File: config.mk
export PLATFORM = sky130hd
export DESIGN_NAME = vram_blitter
export DESIGN_NICKNAME = d
export VERILOG_FILES = /design/src/rtl/vram_pkg.sv /design/src/rtl/vram_blitter.sv
export SDC_FILE = /design/constraint.sdc
export NUM_CORES = 1
export LEC_CHECK = 0
export BUFFER_PORTS_ARGS = -buffer_cell sky130_fd_sc_hd__buf_2
export CORE_MARGIN = 2
export CORE_UTILIZATION = 38
export DETAILED_ROUTE_END_ITERATION = 10
export PLACE_DENSITY = 0.71
export SETUP_SLACK_MARGIN = 0.1
export SLEW_MARGIN = 10
export SYNTH_ARGS = -nofsm -noshare
export SYNTH_HDL_FRONTEND = slang
export SYNTH_SLANG_ARGS = --single-unit
File: constraint.sdc
create_clock -name i_clock -period 2.25 [get_ports i_clock]
set_input_delay 0.675 -clock i_clock [delete_from_list [all_inputs] [get_ports i_clock]]
set_output_delay 0.675 -clock i_clock [all_outputs]
set_load 0.02 [all_outputs]
File: src/rtl/vram_pkg.sv
`default_nettype none
// +--------------------------------------------------------------------------+
// | vram_pkg                                                                 |
// | Shared encodings and defaults for the videoram fill/copy engine.         |
// | Rev 1.0                                                                  |
// +--------------------------------------------------------------------------+
package vram_pkg;

  localparam int VRAM_AW = 12;
  localparam int VRAM_DW = 8;

  localparam logic OP_FILL = 1'b0;
  localparam logic OP_COPY = 1'b1;

  typedef enum logic [2:0] {
    ST_IDLE = 3'd0,
    ST_FILL = 3'd1,
    ST_RD   = 3'd2,
    ST_WR   = 3'd3,
    ST_DONE = 3'd4
  } state_t;

endpackage
`default_nettype wire

File: src/rtl/vram_blitter.sv
`default_nettype none
// +--------------------------------------------------------------------------+
// | vram_blitter                                                             |
// | Fill/copy engine sharing the videoram write port; the CPU always wins.   |
// | Rev 1.0                                                                  |
// +--------------------------------------------------------------------------+
module vram_blitter
  import vram_pkg::*;
#(
  parameter int AW = VRAM_AW,
  parameter int DW = VRAM_DW
) (
  input  logic          i_clock,
  input  logic          i_reset,
  input  logic          i_cpu_sel,
  input  logic [AW-1:0] i_cpu_addr,
  input  logic [DW-1:0] i_cpu_wdata,
  input  logic          i_cpu_wren,
  output logic [DW-1:0] o_cpu_rdata,
  input  logic          i_cmd_start,
  input  logic          i_cmd_op,
  input  logic [AW-1:0] i_cmd_src,
  input  logic [AW-1:0] i_cmd_dst,
  input  logic [AW:0]   i_cmd_len,
  input  logic [1:0]    i_cmd_step,
  input  logic [DW-1:0] i_cmd_fill,
  input  logic          i_cmd_abort,
  output logic          o_busy,
  output logic          o_done,
  output logic [AW-1:0] o_mem_addr,
  output logic [DW-1:0] o_mem_wdata,
  output logic          o_mem_wren,
  input  logic [DW-1:0] i_mem_rdata
);

  state_t        r_state, w_state_nxt;
  logic [AW-1:0] r_src, r_dst;
  logic [AW:0]   r_len;
  logic [1:0]    r_step;
  logic [DW-1:0] r_fill, r_rbuf;
  logic          r_op, r_rd_pend;

  logic          w_gnt, w_last, w_start;
  logic [AW-1:0] w_inc;
  logic [AW-1:0] w_eng_addr;
  logic [DW-1:0] w_eng_wdata;
  logic          w_eng_wren;

  assign w_gnt   = ~i_cpu_sel;
  assign w_last  = (r_len == {{AW{1'b0}}, 1'b1});
  assign w_start = i_cmd_start & ~i_cmd_abort;
  assign w_inc   = {{(AW-2){1'b0}}, r_step};

  always_comb begin
    w_state_nxt = r_state;
    w_eng_addr  = r_dst;
    w_eng_wdata = r_fill;
    w_eng_wren  = 1'b0;
    case (r_state)
      ST_IDLE: begin
        if (w_start) begin
          if (i_cmd_len == '0)          w_state_nxt = ST_DONE;
          else if (i_cmd_op == OP_COPY) w_state_nxt = ST_RD;
          else                          w_state_nxt = ST_FILL;
        end
      end
      ST_FILL: begin
        w_eng_wren = 1'b1;
        if (w_gnt && w_last) w_state_nxt = ST_DONE;
      end
      ST_RD: begin
        w_eng_addr = r_src;
        if (w_gnt) w_state_nxt = ST_WR;
      end
      ST_WR: begin
        // Read data is only on the bus in the cycle right after the read grant.
        w_eng_wdata = r_rd_pend ? i_mem_rdata : r_rbuf;
        w_eng_wren  = 1'b1;
        if (w_gnt) w_state_nxt = w_last ? ST_DONE : ST_RD;
      end
      ST_DONE: w_state_nxt = ST_IDLE;
      default: w_state_nxt = ST_IDLE;
    endcase
    if (i_cmd_abort) w_state_nxt = ST_IDLE;
  end

  always_ff @(posedge i_clock) begin
    if (i_reset) begin
      r_state   <= ST_IDLE;
      r_src     <= '0;
      r_dst     <= '0;
      r_len     <= '0;
      r_step    <= '0;
      r_fill    <= '0;
      r_rbuf    <= '0;
      r_op      <= OP_FILL;
      r_rd_pend <= 1'b0;
    end else begin
      r_state <= w_state_nxt;
      case (r_state)
        ST_IDLE: begin
          if (w_start) begin
            r_src  <= i_cmd_src;
            r_dst  <= i_cmd_dst;
            r_len  <= i_cmd_len;
            r_step <= (i_cmd_step == 2'd0) ? 2'd1 : i_cmd_step;
            r_fill <= i_cmd_fill;
            r_op   <= i_cmd_op;
          end
        end
        ST_FILL: begin
          if (w_gnt) begin
            r_dst <= r_dst + w_inc;
            r_len <= r_len - 1'b1;
          end
        end
        ST_RD: begin
          if (w_gnt) r_rd_pend <= 1'b1;
        end
        ST_WR: begin
          // Capture regardless of grant: the CPU may own the port this cycle.
          if (r_rd_pend) begin
            r_rbuf    <= i_mem_rdata;
            r_rd_pend <= 1'b0;
          end
          if (w_gnt) begin
            r_src <= r_src + w_inc;
            r_dst <= r_dst + w_inc;
            r_len <= r_len - 1'b1;
          end
        end
        default: ;
      endcase
      if (i_cmd_abort) r_rd_pend <= 1'b0;
    end
  end

  assign o_busy      = (r_state == ST_FILL) || (r_state == ST_RD) || (r_state == ST_WR);
  assign o_done      = (r_state == ST_DONE);
  assign o_cpu_rdata = i_mem_rdata;
  assign o_mem_addr  = i_cpu_sel ? i_cpu_addr  : w_eng_addr;
  assign o_mem_wdata = i_cpu_sel ? i_cpu_wdata : w_eng_wdata;
  assign o_mem_wren  = i_cpu_sel ? i_cpu_wren  : w_eng_wren;

  // The op latch is kept for visibility; the state already encodes fill vs copy.
  logic w_unused;
  assign w_unused = r_op;

endmodule
`default_nettype wire

* After elaboration in Yosys (flattened, before gate mapping) *
Index checks and enable logic that the tools add are counted.

cells by class
  $add $sub $neg = 3
  equal/unequal tests = 10
  multiplexer cells = 27
  reduce and logical (&&, ||, !) cells = 16
  bitwise gates (word level) = 3

operators by type and width
  kind                                                count
  2-to-1 mux 12 bit                                   6
  case mux 12 bit (2 select lines)                    2
  2-to-1 mux 13 bit                                   2
  case mux 13 bit (2 select lines)                    1
  adder 12 x 2 -> 12 bit                              2
  2-to-1 mux 8 bit                                    3
  2-to-1 mux 3 bit                                    6
  == test 13 x 1 -> 1 bit, second input constant      1
  zero test 13 bit                                    1
  subtractor 13 x 1 -> 13 bit, second input constant  1
  case mux 3 bit (4 select lines)                     1
  inequality test 2 bit, second input constant        5
  == test 3 x 2 -> 1 bit, second input constant       2
  AND reduction 3 bit                                 2
  nonzero test 2 bit                                  3
  2-to-1 mux 2 bit                                    2
  AND reduction 2 bit                                 2
  AND reduction 4 bit                                 1
  OR reduction 2 bit                                  2
  == test 3 x 1 -> 1 bit, second input constant       1
  == test 3 bit, second input constant                1
  zero test 3 bit                                     1
  2-to-1 mux 1 bit                                    3
  zero test 2 bit                                     1
  other kinds (5)                                     7

storage, ports and cells
  word-level logic and storage cells = 67
  bits in registers = 59
  output and inout bits = 31
  input port bits = 82

* Depth between registers and ports, before layout *
Gate-level depths: netlist of the first run.

  word-level depth = 4
  depth in mapped cells = 7
  mapped depth without buffers = 7

* Worst setup path after synthesis of the first run *
No wires, ideal clock.

  kind = flip-flop to output port
  from = register r_state[0]
  to = output o_mem_wdata[0]
  required time = 1575 ps
  path buffers = 3
  arrival time = 1798 ps
  path slack = -223 ps
  stages on the path, launching flop included = 7
  cell sequence = dfxtp_1 > buf_2 > nand3b_1 > clkbuf_1 > buf_1 > a21oi_1 > o21ai_0

on the way
  longest elaborated chain between the ends = 3

RTL lines
  item                      line                 RTL
  start: declaration        vram_blitter.sv:36   state_t r_state, w_state_nxt;
  start signal: assignment  vram_blitter.sv:99   r_state <= w_state_nxt;
  == test 3 x 2 -> 1 bit    vram_blitter.sv:59   case (r_state)
  2-to-1 mux 8 bit          vram_blitter.sv:59
  2-to-1 mux 8 bit          vram_blitter.sv:142  assign o_mem_wdata = i_cpu_sel ? i_cpu_wdata : w_eng_wdata;
  end: declaration          vram_blitter.sv:31   output logic [DW-1:0] o_mem_wdata,

No other way between the ends.

* Worst setup path in the final report of the first run *
  from = register r_state[2]
  to = output o_mem_addr[0]

on the way
  longest elaborated chain between the ends = 3

RTL lines
  item                    line                 RTL
  == test 3 x 2 -> 1 bit  vram_blitter.sv:59
  2-to-1 mux 12 bit       vram_blitter.sv:59
  2-to-1 mux 12 bit       vram_blitter.sv:141  assign o_mem_addr = i_cpu_sel ? i_cpu_addr : w_eng_addr;
  end: declaration        vram_blitter.sv:30   output logic [AW-1:0] o_mem_addr,

No other way between the ends.

==> results of run 1 <==
-- power by group --
group	switching (W)	internal [W]	total (W)	leakage, nW
sequential	0.0000722	0.00110	0.00117	0.485
combinational	0.000379	0.000306	0.000685	1.46
clock	0.000419	0.000480	0.000899	0.0953
total	0.000870	0.00189	0.00276	2.04
-- kinds of logic after synthesis --
group / after synthesis / synth area share, %
adders and majority gates: 8 / 2.86
DFF: 59 / 29.3
and+or+nand+nor: 212 / 26.2
muxes: 24 / 6.06
AOI/OAI and AO/OA: 178 / 28.1
buffers and inverters: 62 / 7.46
-- stage by stage --
stage          cells  hold slack, ns   TNS, ns  worst slack, ns
2_1_floorplan    543           0.436         0           0.0554
3_3_place_gp     771           0.442         0           0.0882
3_5_place_dp     771           0.452  -0.00113         -0.00113
4_1_cts          791           0.463    -0.629          -0.0881
5_1_grt          793           0.483     -1.37           -0.122
6_report         793           0.461    -0.333          -0.0522
-- final timing paths --
| kind | startpoint | to | cells past startpoint |
|---|---|---|---|
| worst max-delay path | r_state[2]$_SDFFE_PP0P_ | o_mem_addr[0] | 6 |
| worst min-delay path | r_rbuf[5]$_SDFFE_PP0P_ | r_rbuf[5]$_SDFFE_PP0P_ | 2 |
| worst min register to register | r_rbuf[5]$_SDFFE_PP0P_ | r_rbuf[5]$_SDFFE_PP0P_ | 2 |
| worst max register to register | r_state[1]$_SDFFE_PP0P_ | r_state[1]$_SDFFE_PP0P_ | 7 |
-- cell usage after synthesis (3+ instances only) --
library cell  instances  area, um^2
dfxtp_1              59        1180
and3_1                4        25.0
nand4b_1              5        43.8
o21a_1                5        37.5
nand2_1              88         330
a31oi_1               8        50.1
nand3_1               6        30.0
o32ai_1               5        43.8
or3_1                 6        37.5
buf_4                10        75.1
nor3b_1               4        30.0
buf_2                 6        30.0
a21boi_0              3        22.5
clkbuf_1             25        93.8
a21o_1                8        60.1
a31o_2                3        26.3
ha_1                  6        75.1
a211oi_1              8        60.1
and3b_1               3        26.3
inv_1                17        63.8
nand2b_1              5        31.3
or4_1                 3        22.5
nand4_1               7        43.8
and2_1               13        81.3
mux2i_1              21         210
nor2b_1               4        25.0
a22oi_1               4        30.0
nor2_1               32         120
buf_6                 3        33.8
o211ai_1              3        22.5
o21ai_0              47         235
o31a_1                3        26.3
a21oi_1              57         285
o31ai_1               3        22.5
nor4_1                7        43.8
nand3b_1              6        45.0
nor3_1               13        65.1
mux2_2                3        33.8
-- registers in the layout (all words and copies together) (netlist names) --
signal     cells
r_state        3
r_rd_pend      1
r_step         2
r_src         12
r_rbuf         8
r_dst         12
r_len         13
r_fill         8
-- per-layer routing --
layer	global-route usage, %	routed length, um
met1	28.8	5360
met2	38.5	6270
met3	5.53	953
met4	9.83	364
met5	0	11
-- area by class of cell --
class / count / area, um^2 / share of cell area, %
Multi-Input combinational cell: 422 / 2780 / 51.8
Inverter: 17 / 63.8 / 1.19
Tap cell: 136 / 170 / 3.17
Sequential cell: 59 / 1200 / 22.3
Timing Repair Buffer: 144 / 975 / 18.2
Clock inverter: 2 / 10.0 / 0.187
Clock buffer: 13 / 169 / 3.15
-- worst max-delay path: cells and delay by family, from the launching register on --
kind                   cells  cell delay, ns
and+or+nand+nor            2            0.30
DFF                        1            0.33
muxes                      1            0.24
AOI/OAI and AO/OA          1            0.08
buffers and inverters      2            0.33
-- what timing repair did --
action | in CTS | in global routing
setup buffers | 3 | 2
pin swaps | 0 | 8
endpoints found under the setup margin | 21 | 33
hold endpoints to repair | 0 | 0
cloned | 2 | 0
resized for setup | 53 | 34
-- layout by cell type, fill, tap and decap left out, types with 6 or more instances in the layout --
| master | instances |
|---|---|
| a211oi_1 | 7 |
| a21o_1 | 8 |
| a21oi_1 | 53 |
| a31oi_1 | 8 |
| and2_1 | 13 |
| buf_2 | 100 |
| buf_4 | 22 |
| buf_6 | 15 |
| clkbuf_8 | 12 |
| dfxtp_1 | 53 |
| inv_1 | 17 |
| mux2i_1 | 10 |
| mux2i_2 | 8 |
| nand2_1 | 88 |
| nand3_1 | 6 |
| nand3b_1 | 6 |
| nand4_1 | 7 |
| nor2_1 | 23 |
| nor3_1 | 12 |
| nor4_1 | 7 |
| o21ai_0 | 26 |
| o21ai_1 | 10 |
| o21ai_2 | 13 |
| or3_1 | 6 |
==> impl_metrics.env, run 1 <==
export IMPL_outcome="finished with violations"
export IMPL_violations="setup timing"
export IMPL_worst_path_largest_cell_delay_ns=0.33
export IMPL_rsz0062_at_grt="true"
export IMPL_synth_cells=543
export IMPL_syn_area_per_cell_um2=7.41
export IMPL_final_net_count=743
export IMPL_ys_seq_area_share_pct=29.3
export IMPL_grtUsageTotal_pct=23.2
export IMPL_setup_slack_ns=-0.0522
export IMPL_relSlewSlack_pct=60.5
export IMPL_hold_viol_final=0
export IMPL_drive_gt1_share_pct=34.1
export IMPL_routed_wl_um=13000
export IMPL_cts_buffers=9
export IMPL_setup_violations=13
export IMPL_grt_first_pass_wirelength_um=21000
export IMPL_rows=37
export IMPL_floorplan_initialDensity_pct=39.0
export IMPL_worstPathMaxFanout=7
export IMPL_min_period_ns=2.30
export IMPL_cts_buffer_depth=2
export IMPL_first_global_vias=4320
export IMPL_power_density_mw_per_mm2=514
export IMPL_cts_root_buffer="clkbuf_8"
export IMPL_dieWidth_um=107
export IMPL_wl_per_cell_um=16.3
export IMPL_max_clock_freq_mhz=434
export IMPL_antenna_found_initial=1
export IMPL_critical_path_required_ns=1.57
export IMPL_cp_cell_sequence="nand2b_4 -> nor2_4 -> buf_12 -> mux2i_4 -> o21ai_1 -> buf_2"
export IMPL_cts_hold_buffers=0
export IMPL_syn_to_final_growth_pct=33.2
export IMPL_port_buffers=112
export IMPL_synthArstFlopShare_pct=0
export IMPL_syn_num_nets=633
export IMPL_critPathCaptureType="output port"
export IMPL_fin_util_pct=51.9
export IMPL_clkTransAtPathRegs_ns=0.07
export IMPL_post_route_period_util_pct=102
export IMPL_fill_cells=972
export IMPL_yosys_warnings=0
export IMPL_power_w=0.00276
export IMPL_tritoncts="yes"
export IMPL_cp_start_kind="flip-flop"
export IMPL_dieArea_mm2=0.0114
export IMPL_critPathKind="reg -> out"
export IMPL_synth_edf_count=0
export IMPL_ioPinCount=113
export IMPL_detail_route_antenna_nets=0
export IMPL_clock_latency_ns=0.35
export IMPL_slowest_stage="dfxtp_2"
export IMPL_drtIter0Drc=471
export IMPL_viasPerCell=5.69
export IMPL_core_mm2=0.0103
export IMPL_place_hpwl_um=9300
export IMPL_clock_sink_count=59
export IMPL_peakVddDrop_uv=303
export IMPL_crit_arrival_ns=1.63
export IMPL_ys_flop_type="dfxtp_1"
export IMPL_netlist_area_mm2=0.00403
export IMPL_ys_ff_latch=59
export IMPL_grt_max_degree=35
export IMPL_drcViolationCount=0
export IMPL_reg2reg_setup_slack_ns=0.17
export IMPL_vias=4512
export IMPL_max_cap_violations=0
export IMPL_clock_skew_ns=0.00808
export IMPL_gp_congestion=0.923
export IMPL_htreeDepth=3
export IMPL_dpl_instance_area_mm2=0.00481
export IMPL_overflow=0
export IMPL_first_pass_iters=5
export IMPL_die_h_um=107
export IMPL_slew_violations=0
export IMPL_antenna_cells=0
export IMPL_final_area_mm2=0.00536
export IMPL_p_leak_nw=2.04
export IMPL_tightestPinTransition_ns=0.592
export IMPL_synth_cell_types=62
export IMPL_hp_class="reg -> reg"
Note: power is estimated with default switching activity, not from simulation.
==> run 2: changes to the inputs <==
--- a/config.mk
+++ b/config.mk
@@ -6,7 +6,6 @@
 export NUM_CORES = 1
 export LEC_CHECK = 0
 export BUFFER_PORTS_ARGS = -buffer_cell sky130_fd_sc_hd__buf_2
-export CORE_MARGIN = 2
 export CORE_UTILIZATION = 38
 export DETAILED_ROUTE_END_ITERATION = 10
 export PLACE_DENSITY = 0.71
==> run 2 against run 1 <==
The run still ends with setup timing left. Wire length decreased by 3.0%. Fmax fell by 1.0%. Sequential share of layout area is 0.51 points lower. Clock-buffer cell count fell by 4. Worst hold slack gained 0.0068 ns. Clock skew about the same. Power is 8.4% higher. Critical path depth is 1 higher. Final area up 2.3%. Core utilization is 1.5 points higher. Global-route usage rose by 0.33 points. Combinational power is 0.7% higher. Largest cell class unchanged. Largest power group unchanged. Highest routed layer is now met4.
==> impl_metrics.env, run 2 (synthesis results as in run 1) <==
export IMPL_outcome="finished with violations"
export IMPL_violations="setup timing"
export IMPL_first_global_vias=4426
export IMPL_antenna_cells=0
export IMPL_most_common_layout_cells="buf_2 (100), nand2_1 (88), dfxtp_1 (53)"
export IMPL_cp_start_kind="flip-flop"
export IMPL_fill_cells=953
export IMPL_drcViolationCount=0
export IMPL_worst_r2r_endpoint="r_dst[8]$_SDFFE_PP0P_"
export IMPL_clock_skew_ns=0.00831
export IMPL_gp_congestion=0.886
export IMPL_pre_cts_ws_ns=0.0381
export IMPL_hold_end="r_rbuf[6]$_SDFFE_PP0P_"
export IMPL_syn_to_final_growth_pct=36.3
export IMPL_dpl_instance_area_mm2=0.00482
export IMPL_worstPathMaxFanout=6
export IMPL_crit_arrival_ns=1.65
export IMPL_peakVddDrop_uv=427
export IMPL_reg2reg_depth=8
export IMPL_reg_top3="r_len: 13 flops, r_dst: 12 flops, r_src: 12 flops"
export IMPL_cpMostUsedCell="buf_6"
export IMPL_drtIter0Drc=299
export IMPL_mostFrequentLayoutCell="buf_2"
export IMPL_grt_max_degree=50
export IMPL_overflow=0
export IMPL_critPathKind="reg -> out"
export IMPL_port_buffers=112
export IMPL_worstSetupStartpoint="r_state[2]$_SDFFE_PP0P_"
export IMPL_clock_latency_ns=0.35
export IMPL_ioPinCount=113
export IMPL_clock_sink_count=59
export IMPL_hp_class="reg -> reg"
export IMPL_drive_gt1_share_pct=35.3
export IMPL_grt_first_pass_wirelength_um=20900
export IMPL_slew_violations=0
export IMPL_setup_slack_ns=-0.0753
export IMPL_power_density_mw_per_mm2=545
export IMPL_cts_buffer_depth=2
export IMPL_detail_route_antenna_nets=0
export IMPL_largest_register_ffs=13
export IMPL_rows=37
export IMPL_relSlewSlack_pct=62.5
export IMPL_grtUsageTotal_pct=23.5
export IMPL_cts_hold_buffers=0
export IMPL_min_period_ns=2.33
export IMPL_first_pass_iters=5
export IMPL_cpLargestDelayFamily="buffers and inverters"
export IMPL_final_area_mm2=0.00549
export IMPL_cp_cell_sequence="nand2b_4 -> nor2_4 -> buf_6 -> buf_16 -> mux2i_4 -> o21ai_2 -> buf_6"
export IMPL_finalNonFillerCells=802
export IMPL_hold_path_depth=2
export IMPL_slowest_stage="dfxtp_2"
export IMPL_largest_register="r_len"
export IMPL_crit_buf_inv=3
export IMPL_setup_violations=20
export IMPL_floorplan_initialDensity_pct=39.2
export IMPL_placed_cells=773
export IMPL_vias=4513
export IMPL_cts_buffers=9
export IMPL_htreeDepth=3
export IMPL_routed_wl_um=12600
export IMPL_critPathCaptureType="output port"
export IMPL_post_route_period_util_pct=103
export IMPL_dieWidth_um=105
export IMPL_wl_per_cell_um=15.7
export IMPL_hold_viol_final=0
export IMPL_critical_path_required_ns=1.57
export IMPL_cts_root_buffer="clkbuf_8"
export IMPL_viasPerCell=5.63
export IMPL_max_clock_freq_mhz=430
export IMPL_power_w=0.00299
export IMPL_place_hpwl_um=8690
export IMPL_dieArea_mm2=0.0110
export IMPL_tritoncts="yes"
export IMPL_rsz0062_at_grt="true"
export IMPL_core_mm2=0.0103
export IMPL_tightestPinTransition_ns=0.561
export IMPL_clkTransAtPathRegs_ns=0.08
export IMPL_max_cap_violations=0
export IMPL_worst_path_largest_cell_delay_ns=0.32
export IMPL_reg2reg_setup_slack_ns=0.23
export IMPL_final_net_count=751
export IMPL_die_h_um=105
export IMPL_rr_startpoint="r_step[0]$_SDFFE_PP0P_"
export IMPL_hold_start="r_rbuf[6]$_SDFFE_PP0P_"
export IMPL_p_leak_nw=2.10
export IMPL_antenna_found_initial=0
[run 2: stage by stage]
| step | hold slack (ns) | TNS, ns | utilization (%) |
|---|---|---|---|
| global route | 0.491 | -2.27 | 53.4 |
| global placement | 0.442 | 0 | 46.9 |
| detailed placement | 0.453 | 0 | 46.9 |
| CTS | 0.467 | -1.17 | 52.5 |
| finish | 0.468 | -0.770 | 53.4 |
| floorplan | 0.436 | 0 | - |
[run 2: worst max-delay path by stage]
stage / endpoint / cells past startpoint / slack (ns)
finish: o_mem_addr[9] / 7 / -0.08
detailed placement: r_state[1]$_SDFFE_PP0P_ / 6 / 0.04
CTS: o_mem_addr[8] / 7 / -0.08
floorplan: o_mem_addr[4] / 5 / 0.06
global placement: r_dst[1]$_SDFFE_PP0P_ / 6 / 0.07
global route: o_mem_addr[7] / 7 / -0.14
[run 2: area by class of cell]
class                           instances  area (um^2)  area share [%]
Clock buffer                            9          124            2.26
Clock inverter                          7          101            1.85
Inverter                               17         63.8            1.16
Multi-Input combinational cell        422         2780            50.7
Sequential cell                        59         1200            21.8
Tap cell                              136          170            3.10
Timing Repair Buffer                  152         1050            19.1
[run 2: what timing repair did]
action	in CTS	in global routing
pin swaps	19	10
buffers inserted	9	1
cloned	2	1
gates resized for setup	68	23
setup endpoints to repair	21	34
[run 2: worst register-to-register path, delay by kind of cell, from the launching register on]
family	cells	cell delay, ns
fa+ha+maj	2	0.51
compound gates	3	0.55
flops	1	0.38
simple gates	1	0.24
buf+inv	2	0.26
[run 2: report_power, final]
group	switching [W]	total (W)	leakage, nW	internal (W)
Combinational	0.000374	0.000690	1.51	0.000316
Sequential	0.0000748	0.00117	0.485	0.00110
Clock	0.000494	0.00112	0.106	0.000631
Total	0.000943	0.00299	2.10	0.00205
[run 2: metal layers]
metal  GRT usage, %  routed length, um  vias up  share of wire [%]
li1               -                  -     2198                  -
met3           3.31                737       29                5.9
met1           30.1               5390     2109                 43
met4           10.8                363        0                2.9
met2           39.2               6070      177                 48
met5              0                  0        -                  0
==> run 3: changes to the inputs <==
--- a/config.mk
+++ b/config.mk
@@ -6,9 +6,9 @@
 export NUM_CORES = 1
 export LEC_CHECK = 0
 export BUFFER_PORTS_ARGS = -buffer_cell sky130_fd_sc_hd__buf_2
-export CORE_UTILIZATION = 38
+export CORE_UTILIZATION = 45
 export DETAILED_ROUTE_END_ITERATION = 10
-export PLACE_DENSITY = 0.71
+export PLACE_DENSITY = 0.83
 export SETUP_SLACK_MARGIN = 0.1
 export SLEW_MARGIN = 10
 export SYNTH_ARGS = -nofsm -noshare
==> constraint.sdc (replaced) <==
create_clock -name i_clock -period 2.1 [get_ports i_clock]
set_input_delay 0.63 -clock i_clock [delete_from_list [all_inputs] [get_ports i_clock]]
set_output_delay 0.63 -clock i_clock [all_outputs]
set_load 0.02 [all_outputs]
==> run 3 against run 2 <==
The run still ends with setup timing left. Sequential power grew 9%. Critical path depth unchanged. First-iteration DRC count rose to 3.2 times the previous value. Combinational power rose by 21%. Wire length increased by 24%. Critical endpoint is now o_mem_addr[1]. Largest power group is now the clock network.
==> impl_metrics.env, run 3 (synthesis results as in run 1) <==
export IMPL_crit_arrival_ns=1.82
export IMPL_slew_violations=0
export IMPL_hold_viol_final=0
export IMPL_first_global_vias=4359
export IMPL_ioPinCount=113
export IMPL_reg_top3="r_len: 13 flops, r_dst: 12 flops, r_src: 12 flops"
export IMPL_p_leak_nw=2.23
export IMPL_cts_buffers=9
export IMPL_grt_max_degree=45
export IMPL_critPathKind="reg -> out"
export IMPL_antenna_found_initial=0
export IMPL_largest_register="r_len"
export IMPL_cp_start_kind="flip-flop"
export IMPL_peakVddDrop_uv=330
export IMPL_fill_cells=617
export IMPL_setup_slack_ns=-0.348
export IMPL_grt_first_pass_wirelength_um=21100
export IMPL_power_w=0.00358
export IMPL_syn_to_final_growth_pct=44.7
export IMPL_overflow=0
export IMPL_post_route_period_util_pct=117
export IMPL_viasPerCell=6.50
export IMPL_vias=5115
export IMPL_cts_buffer_depth=2
export IMPL_floorplan_initialDensity_pct=46.4
export IMPL_detail_route_antenna_nets=0
export IMPL_drtIter0Drc=952
export IMPL_power_density_mw_per_mm2=614
export IMPL_most_common_layout_cells="buf_2 (93), nand2_1 (87), dfxtp_1 (53)"
export IMPL_critical_path_required_ns=1.47
export IMPL_first_pass_iters=8
export IMPL_violations="setup timing"
export IMPL_grtUsageTotal_pct=29.6
export IMPL_die_h_um=96.6
export IMPL_worstPathMaxFanout=6
export IMPL_tightestPinTransition_ns=0.582
export IMPL_outcome="finished with violations"
export IMPL_gp_congestion=0.923
export IMPL_rows=34
export IMPL_wl_per_cell_um=19.8
export IMPL_clock_latency_ns=0.36
export IMPL_largest_register_ffs=13
export IMPL_cts_hold_buffers=0
export IMPL_max_clock_freq_mhz=409
export IMPL_rsz0062_at_grt="true"
export IMPL_fin_util_pct=67.1
export IMPL_hp_class="reg -> reg"
export IMPL_core_mm2=0.00868
export IMPL_port_buffers=112
export IMPL_setup_violations=21
export IMPL_tritoncts="yes"
export IMPL_relSlewSlack_pct=61.1
export IMPL_place_hpwl_um=9160
export IMPL_drive_gt1_share_pct=39.8
export IMPL_pre_cts_ws_ns=-0.0638
export IMPL_routed_wl_um=15600
export IMPL_cts_root_buffer="clkbuf_8"
export IMPL_min_period_ns=2.45
export IMPL_dieWidth_um=96.6
export IMPL_mostFrequentLayoutCell="buf_2"
export IMPL_setup_tns_ns=-4.37
export IMPL_antenna_cells=0
export IMPL_dieArea_mm2=0.00933
export IMPL_clock_sink_count=59
export IMPL_final_net_count=764
export IMPL_clkTransAtPathRegs_ns=0.08
export IMPL_max_cap_violations=0
export IMPL_clock_skew_ns=0.0117
export IMPL_drcViolationCount=0
export IMPL_critPathCaptureType="output port"
export IMPL_htreeDepth=3
## run 3: cell types whose count changed in the layout (fill, tap and decap cells not counted), moves of 7 or more
cell and delta:
buf_6 +8, buf_4 +9, buf_2 -7, mux2i_2 -8
## run 3: routing by layer
metal / wire length [um] / vias to the layer above / GRT usage [%]
met3: 1660 / 124 / 4.93
met4: 984 / 0 / 17.6
met2: 7480 / 405 / 49.1
met5: 0 / - / 0
met1: 5440 / 2366 / 35.9
li1: - / 2220 / -
## run 3: report_power, final
part	switching (W)	internal (W)	leakage, nW
Combinational	0.000464	0.000373	1.61
Sequential	0.0000944	0.00118	0.485
Clock	0.000525	0.000943	0.133
Total	0.00108	0.00250	2.23
## run 3: critical path, cell delays in order, from the launching register on
cell and delay (ns):
dfxtp_2 0.32, nand2b_4 0.15, nor2_4 0.14, buf_6 0.12
buf_12 0.13, mux2i_1 0.34, o21ai_1 0.08, buf_2 0.16
## run 3: final cells by class
class                      count  area, um^2  area share (%)
clock buffer                  10         138            2.36
clock inverter                 6         136            2.34
inverter                      17        63.8            1.10
multi-input combinational    423        2950            50.6
sequential                    59        1190            20.4
tap                          108         135            2.32
timing repair buffer         164        1210            20.8
## run 3: repair_timing
item	CTS	global route
gates resized for setup	57	73
endpoints found under the setup margin	25	36
pin swaps	9	25
gates cloned	1	1
buffers inserted	6	15
## run 3: per-stage QoR
stage / std cells / cell area, um^2 / hold slack [ns]
after global routing: 787 / 5830 / 0.482
after CTS: 771 / 5420 / 0.461
after detailed placement: 748 / 4850 / 0.451
final: 787 / 5830 / 0.462
after floorplan: 543 / 4110 / 0.436
after global placement: 748 / 4850 / 0.442
## run 3: worst paths after layout
path                            cells past startpoint  slack, ns                      to               startpoint
worst max-delay path                                7      -0.35           o_mem_addr[1]  r_state[2]$_SDFFE_PP0P_
worst max register to register                      9      -0.07   r_dst[8]$_SDFFE_PP0P_   r_step[0]$_SDFFE_PP0P_
worst min-delay path                                2       0.46  r_rbuf[7]$_SDFFE_PP0P_   r_rbuf[7]$_SDFFE_PP0P_
worst min register to register                      2       0.46  r_rbuf[7]$_SDFFE_PP0P_   r_rbuf[7]$_SDFFE_PP0P_
